**config.mk**
```make
export PLATFORM = sky130hd
export DESIGN_NAME = data_memory_arbiter
export DESIGN_NICKNAME = d
export VERILOG_FILES = /design/src/rtl/data_memory_arbiter.sv
export SDC_FILE = /design/constraint.sdc
export NUM_CORES = 1
export LEC_CHECK = 0
export CAP_MARGIN = 30
export CORE_ASPECT_RATIO = 1.25
export CORE_MARGIN = 4
export CORE_UTILIZATION = 47
export DETAILED_ROUTE_END_ITERATION = 8
export PLACE_DENSITY = 0.92
export SETUP_SLACK_MARGIN = 0.02
export SYNTH_ARGS = -nofsm -noshare
export SYNTH_HDL_FRONTEND = slang
export SYNTH_SLANG_ARGS = --single-unit
```
**constraint.sdc**
```tcl
create_clock -name clock -period 4.3 [get_ports clock]
set_input_delay 0.86 -clock clock [delete_from_list [all_inputs] [get_ports clock]]
set_output_delay 0.86 -clock clock [all_outputs]
set_load 0.01 [all_outputs]
```
**src/rtl/data_memory_arbiter.sv**
```systemverilog
// Two-port arbiter in front of a word-wide data memory.
// Partial stores become a read cycle followed by a merged full-word write.
module data_memory_arbiter #(
    parameter bit RR_ENABLE = 1'b1
) (
    input  logic        clock,
    input  logic        reset_n,
    input  logic        p0_valid,
    input  logic        p0_write,
    input  logic [31:0] p0_addr,
    input  logic [31:0] p0_wdata,
    input  logic [3:0]  p0_be,
    output logic        p0_ready,
    output logic        p0_resp_valid,
    output logic [31:0] p0_resp_rdata,
    input  logic        p1_valid,
    input  logic        p1_write,
    input  logic [31:0] p1_addr,
    input  logic [31:0] p1_wdata,
    input  logic [3:0]  p1_be,
    output logic        p1_ready,
    output logic        p1_resp_valid,
    output logic [31:0] p1_resp_rdata,
    output logic [31:0] mem_addr,
    output logic        mem_write_enable,
    output logic [31:0] mem_write_data,
    input  logic [31:0] mem_read_data
);

    typedef enum logic {IDLE, RMW} state_t;

    state_t      state_q, state_d;
    logic        last_q, last_d;
    logic [31:0] addr_q, addr_d;
    logic [31:0] merge_q, merge_d;
    logic        rv0_q, rv0_d;
    logic        rv1_q, rv1_d;
    logic [31:0] rd0_q, rd0_d;
    logic [31:0] rd1_q, rd1_d;

    logic        gnt0, gnt1;
    logic        sel_write;
    logic [29:0] sel_word;
    logic [31:0] sel_wdata;
    logic [3:0]  sel_be;
    logic [31:0] mask;
    logic        unused_lsb;

    assign unused_lsb = ^{p0_addr[1:0], p1_addr[1:0]};

    // On a tie under round-robin, the port that did not win last goes.
    assign gnt0 = p0_valid & (~p1_valid | ~RR_ENABLE | last_q);
    assign gnt1 = p1_valid & ~gnt0;

    assign sel_write = gnt1 ? p1_write       : p0_write;
    assign sel_word  = gnt1 ? p1_addr[31:2]  : p0_addr[31:2];
    assign sel_wdata = gnt1 ? p1_wdata       : p0_wdata;
    assign sel_be    = gnt1 ? p1_be          : p0_be;

    assign mask = {{8{sel_be[3]}}, {8{sel_be[2]}},
                   {8{sel_be[1]}}, {8{sel_be[0]}}};

    always_comb begin
        state_d          = state_q;
        last_d           = last_q;
        addr_d           = addr_q;
        merge_d          = merge_q;
        rv0_d            = 1'b0;
        rv1_d            = 1'b0;
        rd0_d            = rd0_q;
        rd1_d            = rd1_q;
        p0_ready         = 1'b0;
        p1_ready         = 1'b0;
        mem_addr         = 32'h0;
        mem_write_enable = 1'b0;
        mem_write_data   = 32'h0;
        unique case (state_q)
            IDLE: begin
                if (gnt0 || gnt1) begin
                    p0_ready = gnt0;
                    p1_ready = gnt1;
                    last_d   = gnt1;
                    mem_addr = {sel_word, 2'b00};
                    unique case (1'b1)
                        !sel_write: begin
                            rv0_d = gnt0;
                            rv1_d = gnt1;
                            if (gnt0) rd0_d = mem_read_data;
                            if (gnt1) rd1_d = mem_read_data;
                        end
                        sel_write && sel_be == 4'hF: begin
                            mem_write_enable = 1'b1;
                            mem_write_data   = sel_wdata;
                        end
                        sel_write && sel_be == 4'h0: begin
                        end
                        default: begin
                            state_d = RMW;
                            addr_d  = {sel_word, 2'b00};
                            merge_d = (mem_read_data & ~mask)
                                    | (sel_wdata & mask);
                        end
                    endcase
                end
            end
            RMW: begin
                mem_addr         = addr_q;
                mem_write_enable = 1'b1;
                mem_write_data   = merge_q;
                state_d          = IDLE;
            end
            default: state_d = IDLE;
        endcase
        // Reset must silence the memory port at once, aborting any RMW write.
        if (!reset_n) begin
            p0_ready         = 1'b0;
            p1_ready         = 1'b0;
            mem_addr         = 32'h0;
            mem_write_enable = 1'b0;
            mem_write_data   = 32'h0;
        end
    end

    always_ff @(posedge clock or negedge reset_n) begin
        if (!reset_n) begin
            state_q <= IDLE;
            last_q  <= 1'b1;
            addr_q  <= 32'h0;
            merge_q <= 32'h0;
            rv0_q   <= 1'b0;
            rv1_q   <= 1'b0;
            rd0_q   <= 32'h0;
            rd1_q   <= 32'h0;
        end else begin
            state_q <= state_d;
            last_q  <= last_d;
            addr_q  <= addr_d;
            merge_q <= merge_d;
            rv0_q   <= rv0_d;
            rv1_q   <= rv1_d;
            rd0_q   <= rd0_d;
            rd1_q   <= rd1_d;
        end
    end

    assign p0_resp_valid = rv0_q;
    assign p1_resp_valid = rv1_q;
    assign p0_resp_rdata = rd0_q;
    assign p1_resp_rdata = rd1_q;

endmodule

```
* Yosys cells after proc, flatten, opt, wreduce, memory -nomap -nowiden
Cells that the tools add are included.
** Storage, ports and cells
- Output and inout port bits :: 133
- Logic and storage cells :: 61
- Input bits :: 174
- Flip-flop bits (word level) :: 130
** Cells by class
- Mux-type cells :: 30
- Eq/ne operators :: 1
- Reductions and logical operators :: 10
- Bitwise operators :: 12
** Operator list (number)
- $mux 32 :: 6
- $pmux 32 s2 :: 2
- $and 32x32->32 :: 2
- $not 32->32 :: 1
- $or 32x32->32 :: 1
- $mux 30 :: 1
- $mux 1 :: 18
- $reduce_and 4->1 :: 2
- $not 1->1 :: 5
- $eq 4x4->1 const B :: 1
- $logic_not 4->1 :: 1
- $mux 4 :: 1
- $pmux 1 s2 :: 2
- $reduce_and 3->1 :: 1
- $reduce_or 3->1 :: 1
- $and 1x1->1 :: 2
- $logic_and 1x1->1 :: 2
- $reduce_and 2->1 :: 1
- $logic_not 1->1 :: 1
- $logic_or 1x1->1 :: 1
- $or 1x1->1 :: 1

* Logic depth before layout (Yosys ltp)
- Depth in word-level cells :: 12
- Mapped depth :: 6
- Mapped depth without buffers :: 4

* Least setup slack after synthesis
OpenSTA, ideal clock, no wires.
- Kind :: input to output
- Start :: input p1_valid
- End :: output mem_write_data[10]
- Required time :: 3440 ps
- Buffers on the path :: 1
- Stages on the path :: 5
- Data arrival time :: 2087 ps
- Slack :: 1353 ps
- Cells stage by stage :: a21bo_4 -> mux2_4 -> or3_4 -> buf_6 -> o21ai_2
** On the way
- Word-level cells in the longest chain between the ends :: 12
- Elaborated cells between the ends (all ways) :: 15
- Classes of those cells :: 1 x eq/ne; 7 x mux; 5 x bitwise; 2 x reduce/logical
** RTL lines
- from (decl) :: RTL line 16 : input logic p1_valid,
- $not 1->1 :: RTL line 52 : assign gnt0 = p0_valid & (~p1_valid | ~RR_ENABLE | last_q);
- $or 1x1->1 :: RTL line 52
- $and 1x1->1 :: RTL line 52
- $not 1->1 :: RTL line 53 : assign gnt1 = p1_valid & ~gnt0;
- $and 1x1->1 :: RTL line 53
- $mux 4 :: RTL line 58 : assign sel_be = gnt1 ? p1_be : p0_be;
- $eq 4x4->1 :: RTL line 91 : sel_write && sel_be == 4'hF: begin
- $logic_and 1x1->1 :: RTL line 91
- $mux 32 :: RTL line 84 : unique case (1'b1)
- $mux 32 (*) :: RTL line 79 : if (gnt0 || gnt1) begin
- $pmux 32 s2 (*) :: RTL line 77 : unique case (state_q)
- $mux 32 (*) :: RTL line 115 : if (!reset_n) begin
- to (decl) :: RTL line 26 : output logic [31:0] mem_write_data,
Mark *: on every way between the ends. The rest lies on a longest branch, timed or not.

* Final worst setup path
- Start :: input p1_valid
- End :: output mem_write_data[31]
The elaborated chain is that of the path after synthesis.

==> qor.tcl <==
set qor(cts.reportedPaths.clkPinSlew_ns) 0.06
set qor(power_report.internal_total_mw) 3.91
set qor(synthesis.yosys.warnings) 0
set qor(total_wirelength_microns) 22000
set qor(critPathCaptureType) {output pin}
set qor(layoutNonFillerInstCount) 1161
set qor(grt_setup_unrepaired) {no}
set qor(first_global_vias) 6577
set qor(layout.filler_cells) 1007
set qor(power.switching_mw) 1.71
set qor(postSynthRegisterBits) 130
set qor(netlist_area_sq_um) 7220
set qor(slack_of_the_worst_reg_to_reg_path_ns) 1.79
set qor(worst-setup-path-type) {primary input to output pin}
set qor(min_path_type) {primary input to asynchronous set/reset pin}
set qor(startpoint_type) {primary input}
set qor(power_frac_clock) 0.253
set qor(num_antenna_cells) 0
set qor(timing.reg2reg.worst_path_depth) 7
set qor(placedCellCount) 1130
set qor(ys_dominant_reg_cell) {dfrtp_1}
set qor(power_per_cell_area_nw_per_um2) 513
set qor(synth_cell_type_count) 29
set qor(setup_violators_final) 0
set qor(number_of_synthesized_flops_with_an_enable_pin) 0
set qor(synthesis_to_layout_area_growth_pct) 51.6
set qor(p_leak_nw) 4.91
set qor(power_frac_comb) 0.381
set qor(outcome) {finished, final reports clean}
set qor(ios) 307
set qor(max_slew.worst_pin.slew_ns) 0.968
set qor(synthesis.area_per_instance_sq_um) 10.6
set qor(worstPathBufferInverterCount) 2
set qor(fraction_of_final_layout_cells_sized_beyond_drive_strength_1) 0.151
set qor(design_area_sq_um) 10900
set qor(final_replace_weighted_congestion) 0.798
set qor(floorplan.rows) 50
set qor(cp_common_cell) {clkdlybuf4s50_1}
set qor(max_stage_delay_ns) 0.62
set qor(drt-pass1-iter-count) 5
set qor(seq_area_frac_synth) 0.451
set qor(placeableCoreArea_sq_um) 15000
set qor(dp.final_hpwl_microns) 16200
set qor(critical_path_rt_ns) 3.44
set qor(final_antenna_net_count) 0
set qor(max-vdd-ir-drop_uv) 258
set qor(finalHoldWorstSlack_ns) 0.255
set qor(route.detailed.drc) 0
set qor(wire_length_of_the_first_global_routing_pass_microns) 34900
set qor(worst_skew_pair.late_latency_ns) 0.41
set qor(die_width_microns) 119
set qor(hold_violations) 0
set qor(async_flop_share) 1.00
set qor(floorplan.die.height_microns) 147
set qor(final-max-slew-violation-count) 0
set qor(final_nets) 1141
set qor(route.vias.total) 6055
set qor(placedInstanceArea_sq_um) 10400
set qor(p_seq_frac) 0.365
set qor(grt_overflow_total) 0
set qor(timing.slew.headroom) 0.355
set qor(setup_slack_ns) 0.0675
set qor(tritoncts_clock_tree) {yes}
set qor(cts_max_level) 4
set qor(synthCells) 679
set qor(grt_start_max_net_pins) 72
set qor(ctsHoldBuffers) 0
set qor(clock-sinks) 130
set qor(finalCriticalPeriod_ns) 4.23
set qor(cp_top_family) {buffers and inverters}
set qor(io_buffers) 300
set qor(worst-path-max-fanout) 10
set qor(drt-initial-drc-count) 282
set qor(floorplan.initialDensity) 0.481
set qor(cpMaxStageDelayCell) {clkdlybuf4s50_1}
set qor(total_power_mw) 5.61
set qor(drt-vias-per-instance) 5.22
set qor(finalCoreUtilization) 0.729
set qor(cts_made_buffers) 17
set qor(maxCapViolations) 0
set qor(final.period_utilization) 0.984
set qor(worstPathArrival_ns) 3.37
set qor(netSwitchingFraction) 0.304
set qor(clock-root-buffer) {clkbuf_16}
set qor(grt_antenna_before_repair) 0
set qor(pre_cts_slack_ns) 0.0814
set qor(timing.clock.skew_ns) 0.00685
set qor(worst_r2r_startpoint) {last_q}
set qor(timing.setup.tns_ns) 0
set qor(fmax_mhz) 236
set qor(avgRoutedWirePerCell_microns) 19.0
set qor(critical_path.reg2reg.endpoint) {addr_q[17]}
set qor(floorplan.die_area_sq_um) 17400
set qor(crit_path_cell_trace) {clkdlybuf4s50_1 -> a21bo_4 -> mux2_4 -> or3_4 -> o21ai_0 -> clkdlybuf4s50_1}
set qor(buffers_from_clock_root_to_sink_at_most) 2
set qor(globalRouteTotalUtil) 0.254
-- power by group through the flow --
stage / sequential [mW] / combinational, mW / clock [mW]
finish: 2.05 / 2.14 / 1.42
global route: 2.11 / 2.30 / 1.49
CTS: 2.05 / 2.16 / 1.44
detailed placement: 2.05 / 2.15 / 0
global placement: 2.02 / 2.06 / 0
floorplan: 2.09 / 1.03 / 0
-- flip-flops by register name, summed over array words and instances (netlist names) --
signal and flops:
merge_q 32, p0_resp_rdata 32, p0_resp_valid 1, state_q 1, p1_resp_rdata 32, last_q 1
p1_resp_valid 1, addr_q 30
-- cells by family (layout without fill, tap and decap cells) --
kind of cell | after synthesis | after routing | share of synthesized area
compound gates | 102 | 102 | 0.0903
buf+inv | 113 | 412 | 0.0752
flops | 130 | 130 | 0.451
mux | 193 | 193 | 0.295
other cells | 1 | 2 | 0.000519
simple gates | 140 | 140 | 0.0880
-- what timing repair did --
item                                   4_1_cts  5_1_grt
setup endpoints to repair                    0        1
buffers inserted                             0        0
resized for setup                            0        1
endpoints found under the hold margin        0        0
-- Yosys cell counts, types with 8 or more instances --
library cell,number,area (sq um)
o21ai_1,8,40.0
clkbuf_1,21,78.8
mux2_4,30,450
nand2_1,95,357
mux2i_1,124,1240
buf_6,10,113
inv_1,65,244
buf_2,8,40.0
buf_4,9,67.6
o21ai_0,58,290
dfrtp_1,129,3230
and2_1,31,194
mux2_2,39,439
o21ai_2,30,263
-- placed cells by master, fill, tap and decap left out --
cell,count
a211oi_4,1
a21bo_4,1
a21boi_4,1
a32oi_1,1
and2_1,31
buf_12,5
buf_4,10
buf_6,1
buf_8,1
bufinv_16,3
clkbuf_1,7
clkbuf_16,17
clkbuf_8,1
clkdlybuf4s50_1,298
clkinv_2,3
conb_1,2
dfrtp_1,129
dfstp_2,1
dlymetal6s2s_1,1
inv_1,65
mux2_2,39
mux2_4,30
mux2i_1,124
nand2_1,95
nand2b_1,2
nand3_1,2
nand4_1,2
nor2_1,3
o21a_1,1
o21ai_0,58
o21ai_1,8
o21ai_2,30
o21bai_2,1
or3_2,2
or3_4,1
or4_1,2
-- layout make-up --
class	count	area, sq um	share of cell area
Timing Repair Buffer	316	3200	0.292
Clock buffer	25	465	0.0425
Tap cell	182	228	0.0208
Sequential cell	130	3250	0.297
Inverter	65	244	0.0223
Multi-Input combinational cell	437	3450	0.315
Clock inverter	6	105	0.00960
-- how the worst max path moves through the flow --
stage                         from            endpoint  slack (ns)  depth (start not counted)
after floorplan           p1_valid  mem_write_data[10]        1.35                          5
after global placement    p1_valid  mem_write_data[31]        0.09                          6
after detailed placement  p1_valid  mem_write_data[31]        0.08                          6
after CTS                 p1_valid   mem_write_data[7]        0.07                          7
after global routing      p1_valid  mem_write_data[28]        0.03                          7
final                     p1_valid  mem_write_data[31]        0.07                          6
-- routing by layer --
metal | part of all wire | GRT usage
met1 | 0.38 | 0.282
met2 | 0.52 | 0.447
met3 | 0.069 | 0.0756
met4 | 0.037 | 0.114
met5 | 0 | 0
No activity file was read; power rests on OpenSTA's default activity.
